`config.mk`:
```
export PLATFORM = sky130hd
export DESIGN_NAME = event_pulse_generator
export DESIGN_NICKNAME = d
export VERILOG_FILES = /design/src/rtl/event_pulse_generator.sv
export SDC_FILE = /design/constraint.sdc
export NUM_CORES = 1
export LEC_CHECK = 0
export ABC_CLOCK_PERIOD_IN_PS = 11600
export CORE_MARGIN = 4
export CORE_UTILIZATION = 27
export CTS_CLUSTER_DIAMETER = 150
export DETAILED_ROUTE_END_ITERATION = 10
export PLACE_DENSITY = 0.44
export RECOVER_POWER = 50
export SLEW_MARGIN = 25
export SYNTH_ARGS = -nofsm -noshare
export SYNTH_HDL_FRONTEND = slang
export SYNTH_SLANG_ARGS = --single-unit
```
`constraint.sdc`:
```
create_clock -name clk -period 11.6 [get_ports clk]
set_input_delay 1.16 -clock clk [delete_from_list [all_inputs] [get_ports clk]]
set_output_delay 1.16 -clock clk [all_outputs]
set_load 0.05 [all_outputs]
```
`src/rtl/event_pulse_generator.sv`:
```
// event_pulse_generator: triggered burst of high/low level pulses on a signed DAC-side output.
// Define TOTAL_COUNT_EN to add the saturating pulses_total output.
module event_pulse_generator #(
  parameter int DW = 16,
  parameter int TW = 32,
  parameter int BW = 16
) (
  input  logic                 clk,
  input  logic                 reset,
  input  logic                 enable,
  input  logic                 trig,
  input  logic [TW-1:0]        period,
  input  logic [TW-1:0]        pulse_width,
  input  logic [BW-1:0]        burst_count,
  input  logic signed [DW-1:0] level_high,
  input  logic signed [DW-1:0] level_low,
  output logic signed [DW-1:0] dout,
  output logic                 pulse,
  output logic                 busy,
  output logic [BW-1:0]        pulses_sent,
  output logic                 done
`ifdef TOTAL_COUNT_EN
  ,
  output logic [31:0]          pulses_total
`endif
);
  typedef enum logic [1:0] {IDLE, HIGH, LOW} state_t;
  state_t state_q, state_d;
  logic trig_q, done_q, done_d, edge_w, last, fin, complete;
  logic [TW-1:0] timer_q, timer_d, per_q, pw_q, pw_src, pw_m1, pw_eff_s, lo_m1;
  logic [TW:0] lo_diff;
  logic [BW-1:0] bc_q, sent_q, sent_d, sent_inc;
  logic signed [DW-1:0] hi_q, lo_q, dout_q, dout_d;
`ifdef TOTAL_COUNT_EN
  logic [31:0] total_q, total_d;
`endif
  always_comb begin
    edge_w = trig & ~trig_q;
    pw_src = state_q == IDLE ? pulse_width : pw_q;
    pw_m1 = pw_src == '0 ? '0 : pw_src - TW'(1);
    pw_eff_s = pw_q == '0 ? TW'(1) : pw_q;
    // one extra bit so period < pulse width reads as negative instead of wrapping
    lo_diff = {1'b0, per_q} - {1'b0, pw_eff_s};
    lo_m1 = (lo_diff[TW] || lo_diff[TW-1:1] == '0) ? '0 : lo_diff[TW-1:0] - TW'(1);
    last = timer_q == '0;
    sent_inc = sent_q + BW'(1);
    fin = state_q == LOW && last && enable;
    complete = fin && bc_q != '0 && sent_inc == bc_q;
    state_d = state_q;
    timer_d = state_q == IDLE ? timer_q : timer_q - TW'(1);
    sent_d = sent_q;
    done_d = 1'b0;
    if (state_q == IDLE) begin
      if (edge_w && enable) begin
        state_d = HIGH;
        timer_d = pw_m1;
        sent_d = '0;
      end
    end else if (!enable) begin
      state_d = IDLE;
    end else if (state_q == HIGH && last) begin
      state_d = LOW;
      timer_d = lo_m1;
    end else if (fin) begin
      sent_d = sent_inc;
      state_d = complete ? IDLE : HIGH;
      timer_d = pw_m1;
      done_d = complete;
    end
    dout_d = state_d == HIGH ? (state_q == IDLE ? level_high : hi_q) :
             state_d == LOW ? lo_q : level_low;
`ifdef TOTAL_COUNT_EN
    total_d = (fin && total_q != '1) ? total_q + 32'd1 : total_q;
`endif
  end
  always_ff @(posedge clk) begin
    if (reset) begin
      state_q <= IDLE;
      trig_q <= 1'b0;
      timer_q <= '0;
      dout_q <= level_low;
      sent_q <= '0;
      done_q <= 1'b0;
      per_q <= '0;
      pw_q <= '0;
      bc_q <= '0;
      hi_q <= '0;
      lo_q <= '0;
`ifdef TOTAL_COUNT_EN
      total_q <= '0;
`endif
    end else begin
      state_q <= state_d;
      trig_q <= trig;
      timer_q <= timer_d;
      dout_q <= dout_d;
      sent_q <= sent_d;
      done_q <= done_d;
      if (state_q == IDLE && state_d == HIGH) begin
        per_q <= period;
        pw_q <= pulse_width;
        bc_q <= burst_count;
        hi_q <= level_high;
        lo_q <= level_low;
      end
`ifdef TOTAL_COUNT_EN
      total_q <= total_d;
`endif
    end
  end
  assign dout = dout_q;
  assign pulse = state_q == HIGH;
  assign busy = state_q != IDLE;
  assign pulses_sent = sent_q;
  assign done = done_q;
`ifdef TOTAL_COUNT_EN
  assign pulses_total = total_q;
`endif
endmodule

```
==> impl_metrics.tcl <==
set metrics [dict create \
    worstPathArrival_ps 7810 \
    period_needed_ps 7410 \
    gr-usage-met1 0.248 \
    ys_seq_area_frac 0.282 \
    postCtsHoldBufs 0 \
    grt_busiest_layer "met2" \
    maxSlewHeadroom -1.35 \
    clock-sinks 180 \
    via_count 13183 \
    clock_latency_ps 500 \
    final_max_slew_viol_count 207 \
    fin_util 0.331 \
    status "finished with violations" \
    synth_cell_type_count 89 \
    area_growth_pct 20.6 \
    use_met2 0.301 \
    grt_setup_unrepaired "no" \
    dp_hpwl_mm 34.5 \
    h-tree-depth 4 \
    grt_usage 0.185 \
    violations "max-capacitance violations, max-slew violations" \
    port_buffers 150 \
    cts_tree "done" \
    vias_per_cell 5.33 \
    fp.dieH_um 226 \
    num_io_pins 151 \
    cts_resized 0 \
    rows 79 \
    dieArea_um2 50900 \
    wl_mm 47.8 \
    hold_viol_final 0 \
    hp-class "reg2reg" \
    antennaDiodeCount 0 \
    synth_area_per_cell_um2 7.27 \
    fillCellCount 5135 \
    p_total_uw 1930 \
    drv_cap 3 \
    netlist_instances 1761 \
    fin_nets 2005 \
    drive_above_1_share 0.0509 \
    clock_path_buffers 2 \
    yosys_warnings 0 \
    ys_async_sr_fraction 0 \
    setup_viol 0 \
    p_leak_uw 0.00561 \
    drt_pass1_iterations 8 \
    skew_ps 17.2 \
    drt_iter0_drc 955 \
    overflow 0 \
    path_clk_slew_ps 80 \
    synth_top_area_share 0.282 \
    tightest_slew_ps 3530 \
    fmax_mhz 135 \
    gp_congestion 0.872 \
    grt_pass1_wl_mm 73.8 \
    syn_nets 1914 \
    synthesis.area_um2 12800 \
    synthTopCellsByArea "dfxtp_1, nand2_1, a21oi_1, xnor2_1, o21ai_0" \
    die_w_um 226 \
    drcViolationCount 0 \
    grt_pass1_vias 12518 \
    cts-root-buf "clkbuf_16" \
    grt_max_degree 106 \
    critPathLaunchType "primary input" \
    max-vdd-ir-drop_uv 108 \
    tns_ps 0 \
    wire_per_inst_um 19.3 \
    path_class "in2reg" \
    yosysTopAreaCell "dfxtp_1" \
    p_per_area_nw_per_um2 125 \
    synth_edf_count 0 \
    end_kind "register" \
    cp.required_ps 11990 \
    numCtsBuffers 17 \
    path_max_fanout 69 \
    fin_crit_sh 0.639 \
    use_met3 0.0317 \
    ys.flop_type "dfxtp_1" \
    start_util 0.274 \
    coreArea_um2 46700 \
    antenna_found_initial 1 \
    ant_nets 0 \
    synth_seq_cells 180 \
    cts_setup_buffers 0 \
]
[cell type report]
type | count | area [µm²] | area share
Multi-Input combinational cell | 1433 | 8620 | 0.559
Sequential cell | 180 | 3600 | 0.233
Timing Repair Buffer | 173 | 1660 | 0.108
Tap cell | 607 | 759 | 0.0492
Clock buffer | 17 | 425 | 0.0276
Clock inverter | 15 | 183 | 0.0118
Inverter | 47 | 176 | 0.0114
[cell usage after synthesis, drive strengths merged, types with 5 or more instances]
cell and number:
nor4 41, mux2 6, dfxtp 180, nand3b 12
xnor2 77, o211ai 18, nand4 17, buf 27
a221oi 7, o21a 7, xor2 50, clkbuf 74
a21oi 224, and2 11, nand3 34, o21ai 102
ha 36, nor3b 6, nor2b 26, or3 22
nand2 339, nand2b 10, a31oi 11, mux2i 27
or4 9, o31ai 8, a211oi 32, a21o 20
and3 9, o22ai 5, a222oi 16, nor3 60
a2111oi 16, nor2 112, inv 47
[layer usage]
layer	vias to the layer above	routed length, µm
li1	6505	-
met2	296	22400
met4	0	1140
met5	-	0
met3	45	1940
met1	6337	22200
[state kept, by name, indices dropped and copies added (netlist names)]
register / count
per_q: 32
hi_q: 16
pw_q: 32
state_q: 2
trig_q: 1
bc_q: 16
done: 1
pulses_sent: 16
lo_q: 16
dout: 16
timer_q: 32
[per-stage QoR]
step,std cells,instance area [µm²],worst slack (ps),hold slack [ps]
floorplan,1761,12800,7020,436
global placement,2439,14800,6040,443
detailed placement,2440,14800,5790,448
CTS,2472,15500,5730,459
global route,2472,15400,3520,480
finish,2472,15400,4190,458
[cells in the final DEF (no fill, tap or decap), types with 7 or more instances in the layout]
master           netlist  routed
o21ai_1                8       7
nor2_1               112     109
or4_1                  8       8
or3_1                 22      22
o21ai_0               94      95
nor4_1                36      36
dlygate4sd3_1          0      35
ha_1                  36      36
a31oi_1               11      11
a21oi_1              221     221
nand3b_1              12      12
xnor2_1               77      77
xor2_1                50      50
a222oi_1              16      16
nand4_1               16      16
and3_1                 9       9
nand3_1               34      34
clkdlybuf4s50_1        0     114
o31ai_1                8       8
nor3_1                59      58
clkbuf_16              0      17
and2_1                11      11
a21o_1                20      20
a211oi_1              30      30
mux2i_1               27      27
o211ai_1              17      17
buf_4                  2      18
nand2_1              339     339
a2111oi_0             11      11
nor2b_1               26      26
nand2b_1              10      10
dfxtp_1              180     180
inv_1                 46      46
[worst max-delay path, cell delays in order]
cell and delay [ps]:
dlygate4sd3_1 530, clkbuf_1 580, inv_1 500, nor3b_1 100
clkbuf_1 350, nand2_1 1670, clkbuf_1 2420, nand2_1 190
a21oi_1 230
[where the power goes]
part / switching [µW] / internal [µW] / leakage, µW
Clock: 317 / 309 / 0.000291
Sequential: 27.6 / 651 / 0.00147
Combinational: 387 / 239 / 0.00385
Total: 731 / 1200 / 0.00561
[final timing paths]
| path | end | slack (ps) | start | depth (start not counted) |
|---|---|---|---|---|
| max | hi_q[1] | 4190 | enable | 9 |
| min | hi_q[7] | 460 | hi_q[7] | 2 |
| max reg2reg | timer_q[3] | 5620 | pw_q[9] | 18 |
| min reg2reg | hi_q[7] | 460 | hi_q[7] | 2 |
[logic make-up (layout without fill, tap and decap cells)]
logic type / after synthesis / in the layout / share of synthesized area
buffers and inverters: 148 / 252 / 0.0462
flip-flops: 180 / 180 / 0.282
XOR/XNOR: 127 / 127 / 0.0869
multiplexers: 33 / 33 / 0.0264
AO/OA/AOI/OAI: 508 / 508 / 0.250
adder cells (fa/ha/maj): 37 / 37 / 0.0368
AND/OR/NAND/NOR: 728 / 728 / 0.272
Note: power is estimated with default switching activity, not from simulation.
